**src/rtl/jtag_axil_master_engine.sv**
```systemverilog
// AXI4-Lite master engine: turns level-held decoder write/read requests into
// single AXI4-Lite transactions, with completion pulses and a hang timeout.
module jtag_axil_master_engine #(
  parameter int AXI_ADDR_WIDTH = 32,
  parameter int AXI_DATA_WIDTH = 32,
  parameter int TIMEOUT_CYCLES = 1024
) (
  input  logic                          sys_clk,
  input  logic                          sys_resetn,
  input  logic                          axi_write_req,
  input  logic                          axi_read_req,
  input  logic [AXI_ADDR_WIDTH-1:0]     req_addr,
  input  logic [AXI_DATA_WIDTH-1:0]     req_wdata,
  input  logic [AXI_DATA_WIDTH/8-1:0]   req_wstrb,
  output logic                          axi_write_done,
  output logic                          axi_read_done,
  output logic [AXI_DATA_WIDTH-1:0]     read_data_reg,
  output logic [1:0]                    resp_code,
  output logic                          timeout_flag,
  output logic                          busy,
  output logic [7:0]                    txn_count,
  output logic [AXI_ADDR_WIDTH-1:0]     m_axi_awaddr,
  output logic [2:0]                    m_axi_awprot,
  output logic                          m_axi_awvalid,
  input  logic                          m_axi_awready,
  output logic [AXI_DATA_WIDTH-1:0]     m_axi_wdata,
  output logic [AXI_DATA_WIDTH/8-1:0]   m_axi_wstrb,
  output logic                          m_axi_wvalid,
  input  logic                          m_axi_wready,
  input  logic [1:0]                    m_axi_bresp,
  input  logic                          m_axi_bvalid,
  output logic                          m_axi_bready,
  output logic [AXI_ADDR_WIDTH-1:0]     m_axi_araddr,
  output logic [2:0]                    m_axi_arprot,
  output logic                          m_axi_arvalid,
  input  logic                          m_axi_arready,
  input  logic [AXI_DATA_WIDTH-1:0]     m_axi_rdata,
  input  logic [1:0]                    m_axi_rresp,
  input  logic                          m_axi_rvalid,
  output logic                          m_axi_rready
);

  localparam int TW = (TIMEOUT_CYCLES > 1) ? $clog2(TIMEOUT_CYCLES) : 1;
  localparam logic [TW-1:0] TIMER_LAST = TW'((TIMEOUT_CYCLES > 1) ? TIMEOUT_CYCLES - 1 : 0);
  localparam bit TIMEOUT_EN = (TIMEOUT_CYCLES > 0);

  typedef enum logic [2:0] {
    IDLE, WR, WR_RESP, RD_ADDR, RD_DATA, DONE, RELEASE
  } state_t;

  state_t        state_reg;
  logic [TW-1:0] timer_reg;
  logic          expired;
  logic          aw_ok;
  logic          w_ok;

  // Timer holds the number of cycles already spent in the active states, so
  // the abort lands on the TIMEOUT_CYCLES-th cycle after accept.
  assign expired = TIMEOUT_EN && (timer_reg == TIMER_LAST);
  // In WR a dropped valid means that channel was already accepted.
  assign aw_ok   = !m_axi_awvalid || m_axi_awready;
  assign w_ok    = !m_axi_wvalid  || m_axi_wready;

  assign m_axi_awprot = 3'b000;
  assign m_axi_arprot = 3'b000;

  always_ff @(posedge sys_clk or negedge sys_resetn) begin
    if (!sys_resetn) begin
      state_reg      <= IDLE;
      timer_reg      <= '0;
      axi_write_done <= 1'b0;
      axi_read_done  <= 1'b0;
      read_data_reg  <= '0;
      resp_code      <= 2'b00;
      timeout_flag   <= 1'b0;
      busy           <= 1'b0;
      txn_count      <= 8'd0;
      m_axi_awaddr   <= '0;
      m_axi_awvalid  <= 1'b0;
      m_axi_wdata    <= '0;
      m_axi_wstrb    <= '0;
      m_axi_wvalid   <= 1'b0;
      m_axi_bready   <= 1'b0;
      m_axi_araddr   <= '0;
      m_axi_arvalid  <= 1'b0;
      m_axi_rready   <= 1'b0;
    end else begin
      axi_write_done <= 1'b0;
      axi_read_done  <= 1'b0;
      if (state_reg inside {WR, WR_RESP, RD_ADDR, RD_DATA}) begin
        timer_reg <= timer_reg + 1'b1;
      end
      case (state_reg)
        IDLE: begin
          if (axi_write_req) begin
            m_axi_awaddr  <= req_addr;
            m_axi_wdata   <= req_wdata;
            m_axi_wstrb   <= req_wstrb;
            m_axi_awvalid <= 1'b1;
            m_axi_wvalid  <= 1'b1;
            timer_reg     <= '0;
            busy          <= 1'b1;
            state_reg     <= WR;
          end else if (axi_read_req) begin
            m_axi_araddr  <= req_addr;
            m_axi_arvalid <= 1'b1;
            timer_reg     <= '0;
            busy          <= 1'b1;
            state_reg     <= RD_ADDR;
          end
        end
        WR: begin
          if (aw_ok && w_ok) begin
            m_axi_awvalid <= 1'b0;
            m_axi_wvalid  <= 1'b0;
            m_axi_bready  <= 1'b1;
            state_reg     <= WR_RESP;
          end else if (expired) begin
            m_axi_awvalid  <= 1'b0;
            m_axi_wvalid   <= 1'b0;
            resp_code      <= 2'b11;
            timeout_flag   <= 1'b1;
            axi_write_done <= 1'b1;
            state_reg      <= DONE;
          end else begin
            if (m_axi_awready) m_axi_awvalid <= 1'b0;
            if (m_axi_wready)  m_axi_wvalid  <= 1'b0;
          end
        end
        WR_RESP: begin
          if (m_axi_bvalid) begin
            resp_code      <= m_axi_bresp;
            m_axi_bready   <= 1'b0;
            axi_write_done <= 1'b1;
            state_reg      <= DONE;
          end else if (expired) begin
            resp_code      <= 2'b11;
            timeout_flag   <= 1'b1;
            m_axi_bready   <= 1'b0;
            axi_write_done <= 1'b1;
            state_reg      <= DONE;
          end
        end
        RD_ADDR: begin
          if (m_axi_arready) begin
            m_axi_arvalid <= 1'b0;
            m_axi_rready  <= 1'b1;
            state_reg     <= RD_DATA;
          end else if (expired) begin
            m_axi_arvalid <= 1'b0;
            resp_code     <= 2'b11;
            timeout_flag  <= 1'b1;
            axi_read_done <= 1'b1;
            state_reg     <= DONE;
          end
        end
        RD_DATA: begin
          if (m_axi_rvalid) begin
            read_data_reg <= m_axi_rdata;
            resp_code     <= m_axi_rresp;
            m_axi_rready  <= 1'b0;
            axi_read_done <= 1'b1;
            state_reg     <= DONE;
          end else if (expired) begin
            m_axi_rready  <= 1'b0;
            resp_code     <= 2'b11;
            timeout_flag  <= 1'b1;
            axi_read_done <= 1'b1;
            state_reg     <= DONE;
          end
        end
        DONE: begin
          txn_count <= txn_count + 8'd1;
          state_reg <= RELEASE;
        end
        RELEASE: begin
          // A request still held from the finished transaction must not re-issue.
          if (!axi_write_req && !axi_read_req) begin
            busy      <= 1'b0;
            state_reg <= IDLE;
          end
        end
        default: state_reg <= IDLE;
      endcase
    end
  end

endmodule

```
**config.mk**
```make
export PLATFORM = sky130hd
export DESIGN_NAME = jtag_axil_master_engine
export DESIGN_NICKNAME = d
export VERILOG_FILES = /design/src/rtl/jtag_axil_master_engine.sv
export SDC_FILE = /design/constraint.sdc
export NUM_CORES = 1
export LEC_CHECK = 0
export ABC_AREA = 1
export BUFFER_PORTS_ARGS = -buffer_cell sky130_fd_sc_hd__buf_2
export CAP_MARGIN = 30
export CORE_MARGIN = 2
export CORE_UTILIZATION = 44
export DETAILED_ROUTE_END_ITERATION = 7
export HOLD_SLACK_MARGIN = 0.03
export PLACE_DENSITY = 0.77
export SLEW_MARGIN = 5
export SYNTH_ARGS = -nofsm -noshare
export SYNTH_HDL_FRONTEND = slang
export SYNTH_SLANG_ARGS = --single-unit
```
**constraint.sdc**
```tcl
create_clock -name sys_clk -period 1.64 [get_ports sys_clk]
set_clock_uncertainty 0.1 [all_clocks]
set_input_delay 0 -clock sys_clk [delete_from_list [all_inputs] [get_ports sys_clk]]
set_output_delay 0 -clock sys_clk [all_outputs]
set_load 0.05 [all_outputs]
```
==> results.cfg, run 1 <==
[detailed_routing]
avgRoutedWirePerCell_um = 15.05
drt_first_pass_iters = 4
vias_per_cell = 4.795
drcViolationCount = 0
drtIter0Drc = 277
wirelength_um = 18910
num_vias = 6027
detail-route-antenna-nets = 0

[power]
finalPower_mw = 23.25
power_density_nw_per_um2 = 2310
ir_worst_vdd_mv = 1.441
comb_power_share = 0.528
intPower_mw = 11.22
p_switching_mw = 12.03
power_frac_clock = 0.171
p_leak_nw = 5.444
switching_share = 0.5174
seq_power_share = 0.301

[final_layout]
mostFrequentLayoutCells = 262 x buf_2, 206 x nand2_1, 160 x dfrtp_1
num_antenna_cells = 0
fin_nets = 1175
layout.cells.most_common = buf_2
drive_above_1_share = 0.3541
area_growth_pct = 51.44
filler_cell_count = 1016
fin_cells = 1257

[clock_tree]
root_buffer = clkbuf_16
cts.sinks = 164
cts.reportedPaths.clkPinSlew_ns = 0.07
worstSkewPairLatency_ns = 0.41
cts_tree = done
htreeDepth = 4
cts.path.max_buffers = 2
numCtsBuffers = 17

[setup_path]
end_kind = flip-flop
worst_ep_required_time_ns = 1.83
rr_worst_depth = 7
timing.rr.start = state_reg[1]
r2r_setup_slack_ns = 0.0003
cp-start-kind = flip-flop
critical_path_class = reg2reg
cp_max_fo = 59
r2r_end = m_axi_awaddr[29]
arrival_ns = 1.83

[logic_synthesis]
synthCells = 669
ys_warn_count = 0
ys_ff_latch = 164
synth.avg_cell_area_um2 = 9.937
syn_area_um2 = 6648
async_flop_share = 1.000
synth_edf_count = 0
yosysUniqueCellTypes = 34
synth_flop_cell = dfrtp_1
ys_seq_area_frac = 0.6174

[floorplanning]
fp.dieW_um = 126.9
core_um2 = 14640
dieArea_um2 = 16110
ios = 270
row_count = 44
die_y_um = 126.9
initial_core_util = 0.4539

[placed_design]
numPortBuffers = 263
dp_cells = 1109
place_congestion = 0.8112
place_hpwl_um = 11600

[grt]
antenna_found_initial = 0
gr-total-overflow = 0
grt_max_degree = 67
grt_pass1_vias = 6245
grt_pass1_wl_um = 30670
grt.total_usage = 0.2398

[timing]
slew_violations = 0
fmax_mhz = 609.9
finalHoldViolations = 0
rsz0062_at_grt = true
timing.hold.ws_ns = 0.2124
fin_crit_sh = 0.9998
finalSetupViolCount = 0
post-route-min-period_ns = 1.640

[min_path]
hp-start = req_wdata[10]
hold_path_class = in2reg
hold-path-cell-count = 4
hold_end = m_axi_wdata[10]

[job]
cap_violations = 0

[run_status]
status = completed
[metrics by stage]
| stage | util | area (um2) | setup WS [ns] | setup TNS, ns |
|---|---|---|---|---|
| final | 0.6875 | 10070 | 0.0003462 | 0 |
| after global routing | 0.6875 | 10070 | -0.05178 | -0.6135 |
| after CTS | 0.6820 | 9987 | -0.02291 | -0.02291 |
| after detailed placement | 0.5642 | 8262 | -0.02038 | -0.04274 |
| after global placement | 0.5642 | 8262 | -0.03229 | -0.03229 |
| after floorplan | - | 6668 | 0.003061 | 0 |
[synth_stat cells, types with 3 or more instances]
cell	count	area (um2)
dfrtp_1	164	4104
xor2_1	7	61.31
inv_2	3	11.26
nor3_1	4	20.02
o21ai_1	4	20.02
nand3_1	15	75.07
buf_2	15	75.07
clkbuf_8	3	41.29
nor2_1	26	97.59
buf_4	7	52.55
a21oi_1	6	30.03
a211oi_1	3	22.52
nor2_2	4	25.02
clkbuf_1	4	15.01
o21ai_0	73	365.4
nand4_1	6	37.54
nand2_1	208	780.8
inv_1	59	221.5
mux2_2	31	349.1
xnor2_1	6	52.55
[logic make-up (layout without fill, tap and decap cells)]
logic type / after synthesis / count (layout) / synth area share
flops: 164 / 164 / 0.6174
other cells: 1 / 6 / 0.0005641
mux: 33 / 33 / 0.05703
xor+xnor: 13 / 13 / 0.01713
fa+ha+maj: 2 / 2 / 0.003764
compound gates: 92 / 92 / 0.07209
buf+inv: 94 / 493 / 0.06681
simple gates: 270 / 270 / 0.1653
[layout make-up]
type	count	area, um2	area share
inverter	62	237.7	0.02361
timing repair buffer	399	2726	0.2708
sequential	164	4109	0.4082
tap	184	230.2	0.02287
clock inverter	12	133.9	0.01330
multi-input combinational	416	2173	0.2159
clock buffer	20	456.7	0.04536
[layer usage]
layer,part of all wire,vias to the layer above,global-route usage
li1,-,2888,-
met1,0.38,2842,0.2780
met2,0.52,246,0.4250
met3,0.066,51,0.06284
met4,0.032,0,0.09438
met5,0,-,0
[worst max-delay path, cell delays in order (launching register included)]
cell	delay, ns
dfrtp_2	0.45
nor2_2	0.14
nand2_2	0.14
nor2_4	0.16
inv_2	0.08
buf_12	0.18
nand2_1	0.11
o21ai_0	0.10
[power by group through the flow]
stage / combinational (mW) / sequential, mW / clock [mW]
floorplan: 2.95 / 12.9 / 0
global placement: 11.7 / 6.90 / 0
detailed placement: 11.9 / 6.95 / 0
CTS: 12.1 / 6.94 / 4.05
global route: 13.0 / 7.23 / 4.25
finish: 12.3 / 7.00 / 3.97
[repair_timing]
action                                  CTS  global route
gates resized for setup                   3            28
buffers inserted                          0             3
endpoints found under the setup margin    5           110
pin swaps                                 0             4
endpoints found under the hold margin   312             0
hold buffers                            113             0
[worst max-delay path by stage]
stage / cells past startpoint / start / to
after floorplan: 7 / txn_count[1] / txn_count[6]
after global placement: 7 / state_reg[0] / state_reg[2]
after detailed placement: 7 / state_reg[0] / state_reg[2]
after CTS: 7 / timer_reg[1] / state_reg[0]
after global routing: 8 / timer_reg[1] / state_reg[2]
final: 7 / state_reg[1] / m_axi_awaddr[29]
Power figures use the tool's default switching activity.
==> run 2: changes to the inputs <==
Settings changed: MAX_ROUTING_LAYER set to met4.
==> run 2 against run 1 <==
  * Sequential power about the same
  * Clock power is essentially flat
  * Count of clock-buffer cells in the layout unchanged
  * Critical path type unchanged
  * Critical endpoint is now m_axi_awaddr[23]
==> results.cfg, run 2 (synthesized netlist as in run 1, its figures left out) <==
[timing]
rsz0062_at_grt = true
setup_tns_ns = 0
finalSetupViolCount = 0
finalHoldViolations = 0
fmax_mhz = 613.9
post-route-min-period_ns = 1.629
fin_crit_sh = 0.9932
timing.hold.ws_ns = 0.2141
slew_violations = 0

[floorplanning]
fp.dieW_um = 126.9
dieArea_um2 = 16110
die_y_um = 126.9
row_count = 44
initial_core_util = 0.4539
core_um2 = 14640
ios = 270

[clock_tree]
htreeDepth = 4
cts.path.max_buffers = 2
cts_tree = done
root_buffer = clkbuf_16
cts.reportedPaths.clkPinSlew_ns = 0.07
worstSkewPairLatency_ns = 0.41
numCtsBuffers = 17
cts.sinks = 164

[setup_path]
cp_max_fo = 59
end_kind = flip-flop
cp_slowest_cell = dfrtp_2
arrival_ns = 1.82
cp-start-kind = flip-flop
crit_chain = nor2_2, nand2_2, nor2_4, inv_2, buf_12, nand2_1, o21ai_1
worst_ep_required_time_ns = 1.83
path_delay_family = simple AND/OR/NAND/NOR gates
max_stage_delay_ns = 0.45
worstPathBufferInverterCount = 2
critical_path_class = reg2reg

[detailed_routing]
detail-route-antenna-nets = 0
vias_per_cell = 4.803
avgRoutedWirePerCell_um = 15.06
wirelength_um = 18930
num_vias = 6037
drtIter0Drc = 256
drcViolationCount = 0
drt_first_pass_iters = 4

[run_status]
status = completed

[grt]
grt.total_usage = 0.2469
antenna_found_initial = 0
gr-total-overflow = 0
grt_pass1_vias = 6250
grt_pass1_wl_um = 30650
grt_max_degree = 67

[min_path]
hold_path_class = in2reg

[power]
switching_share = 0.5173
power_density_nw_per_um2 = 2309
finalPower_mw = 23.24
power_frac_clock = 0.171
intPower_mw = 11.22
p_leak_nw = 5.444
seq_power_share = 0.301
comb_power_share = 0.528
ir_worst_vdd_mv = 1.440
p_switching_mw = 12.02

[final_layout]
mostFrequentLayoutCells = 262 x buf_2, 206 x nand2_1, 160 x dfrtp_1
fin_nets = 1175
finalCoreUtilization = 0.6875
layout.cells.most_common = buf_2
filler_cell_count = 1016
area_growth_pct = 51.44
num_antenna_cells = 0
drive_above_1_share = 0.3541

[placed_design]
place_hpwl_um = 11600
place_congestion = 0.8232
numPortBuffers = 263

[job]
cap_violations = 0
==> run 2: power groups by stage <==
stage               registers (mW)  logic (mW)  clock network (mW)
finish                        7.00        12.3                3.96
global route                  7.23        13.0                4.25
CTS                           6.94        12.1                4.05
detailed placement            6.95        11.9                   0
global placement              6.90        11.7                   0
floorplan                     12.9        2.95                   0
==> run 2: tightest hold or removal path, delay by kind of cell <==
family | cells | cell delay, ns
simple gates | 2 | 0.09
buf+inv | 2 | 0.61
==> run 2: per-stage QoR <==
step	instance area, um2	setup slack [ns]	instances
6_report	10070	0.01107	1257
5_1_grt	10070	-0.05182	1257
4_1_cts	9987	-0.02291	1254
3_5_place_dp	8262	-0.02038	1109
3_3_place_gp	8262	-0.03229	1109
2_1_floorplan	6668	0.003061	674
==> run 2: routing by layer <==
layer	vias up	routed length (um)	global-route usage
li1	2890	-	-
met1	2852	7459	0.2824
met2	241	9770	0.4260
met3	54	1081	0.05356
met4	0	619	0.09502
met5	-	0	-
==> run 2: area by class of cell <==
type	count	area [um2]	area share
tap	184	230.2	0.02287
inverter	62	237.7	0.02361
clock buffer	20	456.7	0.04536
sequential	164	4109	0.4082
clock inverter	12	133.9	0.01330
multi-input combinational	416	2173	0.2159
timing repair buffer	399	2726	0.2708
==> run 2: path summary, 6_finish.rpt <==
path	depth (start not counted)	slack, ns	startpoint	to
max reg2reg	7	0.01	state_reg[1]	m_axi_awaddr[23]
max	7	0.01	state_reg[1]	m_axi_awaddr[23]
min reg2reg	2	0.36	m_axi_wdata[30]	m_axi_wdata[30]
min	4	0.21	req_wdata[10]	m_axi_wdata[10]
min in group asynchronous	3	0.53	sys_resetn	axi_write_done
max in group asynchronous	4	0.26	sys_resetn	m_axi_araddr[4]
==> run 2: repair_timing <==
item	4_1_cts	5_1_grt
endpoints found under the hold margin	312	0
gates resized for setup	3	28
hold buffers	113	0
pin swaps	0	4
buffers inserted	0	3
endpoints found under the setup margin	5	110
